### src/rtl/ram_arbiter.sv
// Two-port fixed-priority RAM arbiter with bounded starvation for port 1.
// Optional statistics counters are enabled by defining RAM_ARB_STATS_EN.
module ram_arbiter #(
  parameter int unsigned WIDTH   = 32,
  parameter int unsigned MAXWAIT = 4
) (
  input  logic             clock,
  input  logic             nreset,
  input  logic             m0_req,
  input  logic             m0_we,
  input  logic [WIDTH-1:0] m0_addr,
  input  logic [WIDTH-1:0] m0_wdata,
  output logic             m0_gnt,
  output logic             m0_rvalid,
  output logic [WIDTH-1:0] m0_rdata,
  input  logic             m1_req,
  input  logic             m1_we,
  input  logic [WIDTH-1:0] m1_addr,
  input  logic [WIDTH-1:0] m1_wdata,
  output logic             m1_gnt,
  output logic             m1_rvalid,
  output logic [WIDTH-1:0] m1_rdata,
  output logic [WIDTH-1:0] ram_address,
  output logic [WIDTH-1:0] ram_wdata,
  output logic             ram_enw,
  input  logic [WIDTH-1:0] ram_rdata
`ifdef RAM_ARB_STATS_EN
  ,
  input  logic             stat_clear,
  output logic [31:0]      stat_gnt0,
  output logic [31:0]      stat_gnt1,
  output logic [31:0]      stat_conflict
`endif
);

  localparam logic [7:0] MAXW = 8'(MAXWAIT);

  typedef enum logic [1:0] {ST_IDLE, ST_P0, ST_P1, ST_P1_FORCED} arb_state_e;

  arb_state_e       state;
  logic [7:0]       wait1_q, wait1_d;
  logic             m0_rvalid_q, m0_rvalid_d;
  logic             m1_rvalid_q, m1_rvalid_d;
  logic [WIDTH-1:0] m0_rdata_q, m0_rdata_d;
  logic [WIDTH-1:0] m1_rdata_q, m1_rdata_d;

  // The state is purely per-cycle; no ownership is carried between cycles.
  always_comb begin
    state = ST_IDLE;
    if (m1_req && (wait1_q == MAXW)) state = ST_P1_FORCED;
    else if (m0_req)                 state = ST_P0;
    else if (m1_req)                 state = ST_P1;
  end

  always_comb begin
    m0_gnt      = (state == ST_P0);
    m1_gnt      = (state == ST_P1) || (state == ST_P1_FORCED);
    ram_address = m0_addr;
    ram_wdata   = m0_wdata;
    ram_enw     = 1'b0;
    if (m1_gnt) begin
      ram_address = m1_addr;
      ram_wdata   = m1_wdata;
      ram_enw     = m1_we;
    end else if (m0_gnt) begin
      ram_enw = m0_we;
    end
  end

  always_comb begin
    wait1_d = wait1_q;
    if (!m1_req || m1_gnt)   wait1_d = '0;
    else if (wait1_q != MAXW) wait1_d = wait1_q + 8'd1;

    m0_rvalid_d = m0_gnt && !m0_we;
    m1_rvalid_d = m1_gnt && !m1_we;
    m0_rdata_d  = m0_rvalid_d ? ram_rdata : m0_rdata_q;
    m1_rdata_d  = m1_rvalid_d ? ram_rdata : m1_rdata_q;
  end

  always_ff @(posedge clock or negedge nreset) begin
    if (!nreset) begin
      wait1_q     <= '0;
      m0_rvalid_q <= 1'b0;
      m1_rvalid_q <= 1'b0;
      m0_rdata_q  <= '0;
      m1_rdata_q  <= '0;
    end else begin
      wait1_q     <= wait1_d;
      m0_rvalid_q <= m0_rvalid_d;
      m1_rvalid_q <= m1_rvalid_d;
      m0_rdata_q  <= m0_rdata_d;
      m1_rdata_q  <= m1_rdata_d;
    end
  end

  assign m0_rvalid = m0_rvalid_q;
  assign m1_rvalid = m1_rvalid_q;
  assign m0_rdata  = m0_rdata_q;
  assign m1_rdata  = m1_rdata_q;

`ifdef RAM_ARB_STATS_EN
  logic [31:0] stat_gnt0_q, stat_gnt0_d;
  logic [31:0] stat_gnt1_q, stat_gnt1_d;
  logic [31:0] stat_conflict_q, stat_conflict_d;

  // Saturating counters; clear wins over a same-cycle increment.
  always_comb begin
    stat_gnt0_d     = stat_gnt0_q;
    stat_gnt1_d     = stat_gnt1_q;
    stat_conflict_d = stat_conflict_q;
    if (stat_clear) begin
      stat_gnt0_d     = '0;
      stat_gnt1_d     = '0;
      stat_conflict_d = '0;
    end else begin
      if (m0_gnt && (stat_gnt0_q != '1))             stat_gnt0_d     = stat_gnt0_q + 32'd1;
      if (m1_gnt && (stat_gnt1_q != '1))             stat_gnt1_d     = stat_gnt1_q + 32'd1;
      if (m0_req && m1_req && (stat_conflict_q != '1)) stat_conflict_d = stat_conflict_q + 32'd1;
    end
  end

  always_ff @(posedge clock or negedge nreset) begin
    if (!nreset) begin
      stat_gnt0_q     <= '0;
      stat_gnt1_q     <= '0;
      stat_conflict_q <= '0;
    end else begin
      stat_gnt0_q     <= stat_gnt0_d;
      stat_gnt1_q     <= stat_gnt1_d;
      stat_conflict_q <= stat_conflict_d;
    end
  end

  assign stat_gnt0     = stat_gnt0_q;
  assign stat_gnt1     = stat_gnt1_q;
  assign stat_conflict = stat_conflict_q;
`endif

endmodule

### config.mk
export PLATFORM = sky130hd
export DESIGN_NAME = ram_arbiter
export DESIGN_NICKNAME = d
export VERILOG_FILES = /design/src/rtl/ram_arbiter.sv
export SDC_FILE = /design/constraint.sdc
export NUM_CORES = 1
export LEC_CHECK = 0
export CELL_PAD_IN_SITES_DETAIL_PLACEMENT = 1
export CELL_PAD_IN_SITES_GLOBAL_PLACEMENT = 2
export CORE_MARGIN = 5
export CORE_UTILIZATION = 21
export DETAILED_ROUTE_END_ITERATION = 16
export PLACE_DENSITY = 0.87
export SYNTH_ARGS = -nofsm -noshare
export SYNTH_HDL_FRONTEND = slang
export SYNTH_SLANG_ARGS = --single-unit
### constraint.sdc
create_clock -name clock -period 7.15 [get_ports clock]
set_input_delay 2.145 -clock clock [delete_from_list [all_inputs] [get_ports clock]]
set_output_delay 2.145 -clock clock [all_outputs]
set_load 0.005 [all_outputs]
==> results of run 1 <==
## power groups by stage
| stage | sequential [mW] | combinational, mW | clock (mW) |
|---|---|---|---|
| finish | 0.509 | 0.441 | 0.433 |
| global route | 0.517 | 0.474 | 0.466 |
| CTS | 0.510 | 0.451 | 0.449 |
| detailed placement | 0.516 | 0.448 | 0 |
| global placement | 0.512 | 0.440 | 0 |
| floorplan | 0.517 | 0.130 | 0 |
## critical path, stage by stage
cell	delay, ps
clkdlybuf4s50_1	470
nand4b_1	180
o22a_4	490
buf_12	260
mux2_2	360
clkdlybuf4s50_1	460
## worst paths after layout
check / end / slack (ps) / depth (start not counted) / start
worst max-delay path: ram_wdata[19] / 590 / 6 / m1_req
worst min-delay path: wait1_q[0] / 500 / 1 / wait1_q[0]
worst max register to register: m0_rdata[11] / 4490 / 3 / wait1_q[4]
worst min register to register: wait1_q[0] / 500 / 1 / wait1_q[0]
max in group asynchronous: m0_rdata[3] / 4570 / 1 / nreset
min in group asynchronous: m0_rdata[13] / 1970 / 1 / nreset
## stage by stage
stage / power [mW] / utilization
2_1_floorplan: 0.647 / -
3_3_place_gp: 0.952 / 0.384
3_5_place_dp: 0.964 / 0.384
4_1_cts: 1.41 / 0.400
5_1_grt: 1.46 / 0.400
6_report: 1.38 / 0.400
## area by class of cell
class                           count  area share
Clock inverter                      2     0.00133
Multi-Input combinational cell    196       0.251
Clock buffer                       14      0.0364
Tap cell                          260      0.0432
Timing Repair Buffer              304       0.403
Sequential cell                    74       0.246
Inverter                           37      0.0185
## metal layers
metal  global-route usage  part of all wire  wire length (um)  up-vias
li1                     -                 -                 -     1750
met1                0.183              0.40              7040     1843
met2                0.278              0.53              9490      126
met3               0.0408             0.052               931       26
met4               0.0540             0.020               357        0
met5                    0                 0                 0        -
## placed cells by master, fill, tap and decap left out, types with 2 or more instances in the layout
| cell type | netlist | layout |
|---|---|---|
| clkbuf_1 | 10 | 2 |
| clkinv_2 | 0 | 2 |
| nor2_1 | 5 | 5 |
| o32ai_1 | 12 | 12 |
| o32ai_2 | 20 | 20 |
| dfrtp_1 | 74 | 74 |
| nand3_1 | 3 | 3 |
| a21oi_1 | 3 | 3 |
| clkbuf_16 | 0 | 9 |
| ha_1 | 2 | 2 |
| inv_1 | 37 | 37 |
| clkbuf_8 | 0 | 3 |
| o21ai_0 | 3 | 3 |
| mux2_2 | 96 | 96 |
| nand2_1 | 34 | 34 |
| xor2_1 | 2 | 2 |
| clkdlybuf4s50_1 | 0 | 296 |
| or3_1 | 3 | 3 |
| buf_4 | 0 | 6 |
## cells by family (layout without fill, tap and decap cells)
| kind of cell | after synthesis | after routing | share of synthesized area |
|---|---|---|---|
| xor+xnor | 3 | 3 | 0.00651 |
| flops | 74 | 74 | 0.458 |
| mux | 96 | 96 | 0.268 |
| compound gates | 43 | 43 | 0.124 |
| buf+inv | 63 | 357 | 0.0790 |
| fa+ha+maj | 2 | 2 | 0.00619 |
| simple gates | 52 | 52 | 0.0579 |
## flip-flops by register name, summed over array words and instances, names as in the netlist
name	cells
m0_rdata	32
m0_rvalid	1
m1_rdata	32
m1_rvalid	1
wait1_q	8
==> results.tsv, run 1 <==
metric	value	unit
cts_tree	done	
drtIter0Drc	86	
synth_common_cells	mux2_2, dfrtp_1, inv_1	
p_sw_frac	0.252	
final_max_slew_viol_count	0	
postCtsSetupRepairBufs	0	
drive_gt1_frac	0.226	
drt_pre_antenna_iters	4	
antenna_found_initial	0	
synth_seq_area_share	0.458	
timing.fmax	152	MHz
design_area	7520	um2
path_max_fanout	37	
cp.required	5010	ps
setup_viol	0	
area_growth	86.3	%
synth_edf_count	0	
p_switching	0.348	mW
clockPowerShare	0.313	
path_class	input port to primary output	
clock_skew	5.53	ps
ant_nets	0	
synthArstFlopShare	1.00	
ir_worst_vdd	0.0973	mV
die_h	149	um
leakage	3.09	nW
ys_types	29	
whs	499	ps
synth_area_leader_cell	dfrtp_1	
synth_cells	333	
clk_pin_slew	60	ps
dp.cells	871	
fin_crit_sh	0.917	
place_ws	563	ps
std_cell_rows	50	
fin_ws	592	ps
combPwrFrac	0.319	
final_hold_viol_count	0	
fill_cells	2051	
cap_violations	0	
clk_latency	340	ps
cts_num_sinks	74	
grt_overflow	0	
grt_max_degree	75	
tightest_slew	1180	ps
power_frac_seq	0.368	
cp-start-kind	input port	
synth_top_area_frac	0.458	
max_slew_margin	0.211	
routedWlPerCell	20.1	um
internal_power	1.03	mW
p_per_area	184	nW/um2
multi_input_area	1890	um2
dp_hpwl	14300	um
grt_usage	0.157	
htree_levels	3	
synth-seq-cells	74	
synth_ff_type	dfrtp_1	
fin_crit	6560	ps
grt_pass1_wl	26800	um
io_buffers	298	
start_util	0.214	
cts_resized	0	
core-area	18800	um2
syn_area_per_cell	12.1	um2
fin_nets	790	
gp_congestion	0.864	
rsz0062_at_grt	no	
synth_nets	501	
placed_cell_area	7240	um2
seq_area	1850	um2
boundaryPins	299	
outcome	complete, no violations	
ctsHoldBuffers	0	
dieWidth	149	um
min_path_type	flip-flop to flip-flop	
diodes	0	
instances_no_fill	887	
cts_buffer_depth	2	
cp_data_arrival_time	4410	ps
grt_pass1_vias	4528	
dieArea	22100	um2
netlist_top_cells_area	dfrtp_1, mux2_2, o32ai_2	
finalWirelength	17800	um
synth_most_common_cell	mux2_2	
drc_errors	0	
via_per_inst	4.22	
clock-root-buffer	clkbuf_16	
syn_area	4040	um2
route.vias.total	3745	
totalNegativeSetupSlack	0	ps
numCtsBuffers	9	
ys_warn_count	0	
endpoint_kind	primary output	
Note: power is estimated with default switching activity, not from simulation.
==> run 2: changes to the inputs <==
CORE_UTILIZATION = 19   (was 21)
PLACE_DENSITY = 0.8   (was 0.87)
SKIP_CTS_REPAIR_TIMING = 1   (was default)
SLEW_MARGIN = 10   (was default)
clock period = 6.1 ns   (was 7.15 ns; I/O delays follow)
==> results.tsv, run 2 (synthesis gave the netlist of run 1 again) <==
metric	value	unit	change
htree_levels	3		unchanged
fin_nets	793		+0.38%
clk_latency	340	ps	about the same
drt_pre_antenna_iters	4		unchanged
grt_pass1_vias	4418		-2.4%
internal_power	1.23	mW	+19%
final_cell_mix	clkdlybuf4s50_1, mux2_2, dfrtp_1		
clock-root-buffer	clkbuf_16		
ir_worst_vdd	0.122	mV	+25%
dieWidth	156	um	+4.8%
final_max_slew_viol_count	0		unchanged
cts_buffer_depth	2		unchanged
layout_commonest_cell	clkdlybuf4s50_1		
clock_skew	8.49	ps	+2.96 ps
io_buffers	298		unchanged
grt_max_degree	75		unchanged
cp-start-kind	input port		
drtIter0Drc	97		+13%
diodes	0		unchanged
p_sw_frac	0.259		+0.00784
fill_cells	2339		+14%
final_hold_viol_count	0		unchanged
fin_ws	299	ps	-293 ps
path_class	input port to primary output		
place_ws	265	ps	-298 ps
via_per_inst	4.25		+0.63%
cp.required	4270	ps	-740 ps
route.vias.total	3845		+2.7%
cts_num_sinks	74		unchanged
p_per_area	218	nW/um2	+18%
grt_overflow	0		unchanged
cts_tree	done		
core-area	21000	um2	+11%
start_util	0.193		-0.0217
dieArea	24300	um2	+9.8%
tightest_slew	982	ps	-196 ps
totalNegativeSetupSlack	0	ps	unchanged
ant_nets	0		unchanged
std_cell_rows	53		+6.0%
setup_viol	0		unchanged
timing.fmax	172	MHz	
finalWirelength	18300	um	+2.7%
antenna_found_initial	0		unchanged
boundaryPins	299		unchanged
clockPowerShare	0.325		+0.012
power_frac_seq	0.360		-0.008
leakage	3.10	nW	+0.52%
grt_usage	0.145		-0.0122
numCtsBuffers	9		unchanged
gp_congestion	0.925		+7.1%
drc_errors	0		unchanged
path_max_fanout	21		-43%
endpoint_kind	primary output		
p_switching	0.430	mW	+23%
min_path_type	flip-flop to flip-flop		
rsz0062_at_grt	no		
area_growth	88.4	%	
max_slew_margin	0.345		+0.134
fin_crit	5800	ps	
routedWlPerCell	20.2	um	+0.70%
fin_crit_sh	0.951		
cp_data_arrival_time	3970	ps	-440 ps
clk_pin_slew	60	ps	about the same
combPwrFrac	0.315		-0.004
dp_hpwl	14700	um	+2.8%
grt_pass1_wl	26700	um	-0.44%
drive_gt1_frac	0.233		+0.00686
cap_violations	0		unchanged
outcome	complete, no violations		
die_h	156	um	+4.8%
[run 2: worst max-delay path, cell delays in order]
cell,delay [ps]
clkdlybuf4s50_1,480
nand4b_1,170
o22a_4,390
buf_12,220
mux2_2,340
clkdlybuf4s50_1,520
[run 2: stage by stage]
| stage | instances | util | total power [mW] | hold WS, ps | area (um2) |
|---|---|---|---|---|---|
| after floorplan | 333 | - | 0.758 | 454 | 4040 |
| after global placement | 889 | 0.349 | 1.12 | 478 | 7310 |
| after detailed placement | 889 | 0.349 | 1.14 | 492 | 7310 |
| after CTS | 905 | 0.363 | 1.69 | 502 | 7610 |
| after global routing | 905 | 0.363 | 1.74 | 524 | 7610 |
| final | 905 | 0.363 | 1.66 | 497 | 7610 |
[run 2: final timing paths]
path | startpoint | to | slack, ps | depth (start not counted)
max | m1_req | ram_address[21] | 300 | 6
min | wait1_q[0] | wait1_q[0] | 500 | 1
max reg2reg | wait1_q[4] | m1_rdata[26] | 3470 | 4
min reg2reg | wait1_q[0] | wait1_q[0] | 500 | 1
max in group asynchronous | nreset | wait1_q[6] | 3810 | 1
min in group asynchronous | nreset | m0_rdata[17] | 1660 | 1
[run 2: area by class of cell]
class,instances,area (um2),share of cell area
clock buffers,9,225,0.0296
clock inverters,7,77.6,0.0102
inverters,37,139,0.0183
multi-input cells,196,1890,0.248
flip-flops and latches,74,1850,0.243
well taps,275,344,0.0452
repair buffers,307,3080,0.405
[run 2: per-layer routing]
layer / GRT usage / wire length, um / vias up
met5: 0 / 0 / -
met4: 0.0371 / 314 / 0
li1: - / - / 1770
met1: 0.162 / 6890 / 1910
met2: 0.260 / 9750 / 143
met3: 0.0521 / 1350 / 22
[run 2: power groups by stage]
stage	logic, mW	clock network, mW	registers, mW
detailed placement	0.531	0	0.606
finish	0.522	0.538	0.596
CTS	0.535	0.561	0.598
global route	0.558	0.581	0.605
floorplan	0.152	0	0.606
global placement	0.522	0	0.600
==> run 3: changes to the inputs <==
ABC_AREA = 1   (was default)
CORE_UTILIZATION = 16   (was 19)
CTS_BUF_LIST = sky130_fd_sc_hd__clkbuf_4 sky130_fd_sc_hd__clkbuf_8   (was default)
==> results.tsv, run 3 <==
metric	value	unit	change
outcome	complete, no violations		
drive_gt1_frac	0.0405		-0.193
endpoint_kind	primary output		
synth_cells	552		+66%
layout_commonest_cell	nand2_1		
clk_pin_slew	70	ps	about the same
grt_pass1_wl	32800	um	+23%
instances_no_fill	1164		+29%
path_max_fanout	61		+190%
finalWirelength	21500	um	+17%
cts_num_sinks	74		unchanged
drt_pre_antenna_iters	4		unchanged
final_hold_viol_count	0		unchanged
cp_data_arrival_time	3940	ps	-30 ps
crit_top_cell	nand2_1		
dp.cells	1148		+29%
cts_buffer_depth	2		unchanged
fill_cells	2985		+28%
min_path_type	flip-flop to flip-flop		
antenna_found_initial	0		unchanged
max_slew_margin	0.345		about the same
tightest_slew	982	ps	-0.391 ps
path_buf_inv	3		unchanged
netlist_top_cells_area	dfrtp_1, nand2_1, nand4_1		
timing.fmax	173	MHz	+0.60%
io_buffers	298		unchanged
synth-seq-cells	74		unchanged
final_cell_mix	nand2_1, clkdlybuf4s50_1, dfrtp_1		
gp_congestion	0.833		-10%
p_per_area	213	nW/um2	-2.4%
via_per_inst	4.05		-4.6%
synthArstFlopShare	1.00		unchanged
drc_errors	0		unchanged
synth_edf_count	0		unchanged
area_growth	91.3	%	
fin_crit_sh	0.945		-0.00566
clock_skew	17.5	ps	+9.02 ps
ys_types	20		-31%
grt_pass1_vias	5091		+15%
syn_area	3890	um2	-3.7%
drtIter0Drc	214		+120%
clock-root-buffer	clkbuf_8		
grt_usage	0.152		+0.00727
cap_violations	0		unchanged
crit_slowest_cell	clkdlybuf4s50_1		
die_h	166	um	+6.5%
path_class	input port to primary output		
synth_seq_area_share	0.476		+0.0177
clk_latency	360	ps	+20 ps
start_util	0.161		-0.0314
crit_family	buffers and inverters		
diodes	0		unchanged
fin_ws	333	ps	+34.5 ps
numCtsBuffers	9		unchanged
slowest_delay	520	ps	about the same
synth_common_cells	nand2_1, dfrtp_1, nand3_1		
routedWlPerCell	18.4	um	-8.9%
synth_ff_type	dfrtp_1		
core-area	24100	um2	+15%
grt_overflow	0		unchanged
route.vias.total	4719		+23%
crit_path_cell_trace	clkdlybuf4s50_1 > nand2_1 > nor2_2 > nand2_4 > nand2_4 > buf_12 > nand2_1 > nand2_1 > clkdlybuf4s50_1		
final_max_slew_viol_count	0		unchanged
rsz0062_at_grt	no		
std_cell_rows	57		+7.5%
place_ws	286	ps	+21.6 ps
dieArea	27500	um2	+13%
htree_levels	3		unchanged
grt_max_degree	75		unchanged
ant_nets	0		unchanged
syn_area_per_cell	7.04	um2	-42%
synth_nets	720		+44%
cp-start-kind	input port		
ir_worst_vdd	0.140	mV	+15%
totalNegativeSetupSlack	0	ps	unchanged
synth_top_area_frac	0.476		+0.0177
synth_most_common_cell	nand2_1		
synth_area_leader_cell	dfrtp_1		
cp.required	4270	ps	about the same
fin_nets	1003		+26%
setup_viol	0		unchanged
boundaryPins	299		unchanged
leakage	3.51	nW	+13%
dp_hpwl	16200	um	+11%
ys_warn_count	0		unchanged
fin_crit	5770	ps	-34.5 ps
dieWidth	166	um	+6.5%
cts_tree	done		
==> run 3: cell types whose count changed in the layout (fill, tap and decap cells not counted), sizes merged, moves of 7 or more <==
cell	previous run	this run
nand4	1	33
inv	38	16
nand2	34	336
nand3	3	35
o32ai	32	0
nor2	5	12
mux2	96	0
==> run 3: cell type report <==
| class | instances | area [um2] | share of cell area |
|---|---|---|---|
| well taps | 324 | 405 | 0.0545 |
| flip-flops and latches | 74 | 1850 | 0.249 |
| multi-input cells | 426 | 1790 | 0.241 |
| inverters | 17 | 63.8 | 0.00858 |
| clock buffers | 12 | 159 | 0.0214 |
| clock inverters | 4 | 97.6 | 0.0131 |
| repair buffers | 307 | 3070 | 0.412 |
==> run 3: metrics by stage <==
| step | hold WS [ps] | util | cell area [um2] | power, mW |
|---|---|---|---|---|
| floorplan | 454 | - | 3890 | 0.723 |
| global placement | 453 | 0.298 | 7180 | 1.11 |
| detailed placement | 457 | 0.298 | 7180 | 1.11 |
| CTS | 477 | 0.309 | 7440 | 1.61 |
| global route | 504 | 0.309 | 7440 | 1.68 |
| finish | 473 | 0.309 | 7440 | 1.58 |
==> run 3: power breakdown <==
| part | switching, mW | internal [mW] |
|---|---|---|
| combinational | 0.201 | 0.302 |
| clock | 0.191 | 0.299 |
| sequential | 0.0354 | 0.553 |
| total | 0.427 | 1.15 |
==> run 3: logic make-up after synthesis <==
family	Yosys count	share of synthesized area
XOR/XNOR	4	0.00901
AND/OR/NAND/NOR	416	0.440
buffers and inverters	52	0.0627
AO/OA/AOI/OAI	4	0.00515
flip-flops	74	0.476
adder cells (fa/ha/maj)	2	0.00643
==> run 3: final timing paths <==
path                            cells past startpoint  slack [ps]    startpoint         endpoint
worst max-delay path                                9         330        m1_req  ram_address[22]
worst min-delay path                                2         470  m1_rdata[31]     m1_rdata[31]
worst max register to register                     11        3590    wait1_q[0]     m1_rdata[25]
worst min register to register                      2         470  m1_rdata[31]     m1_rdata[31]
max in group asynchronous                           1        3830        nreset       wait1_q[6]
min in group asynchronous                           1        1640        nreset     m1_rdata[16]
==> run 3: routing by layer <==
| layer | track usage | routed length, um |
|---|---|---|
| met3 | 0.0452 | 1500 |
| met5 | 0 | 0 |
| met2 | 0.256 | 10100 |
| met4 | 0.0301 | 293 |
| met1 | 0.195 | 9540 |
==> run 3: worst register-to-register path: stages, from the launching register on <==
cell and delay (ps):
dfrtp_1 420, inv_1 70, ha_1 140, nand2_1 60
nor2_2 120, nand2_4 80, nand2_4 210, buf_4 270
buf_4 270, nand2_2 470, nand2_1 220, nand2_1 70
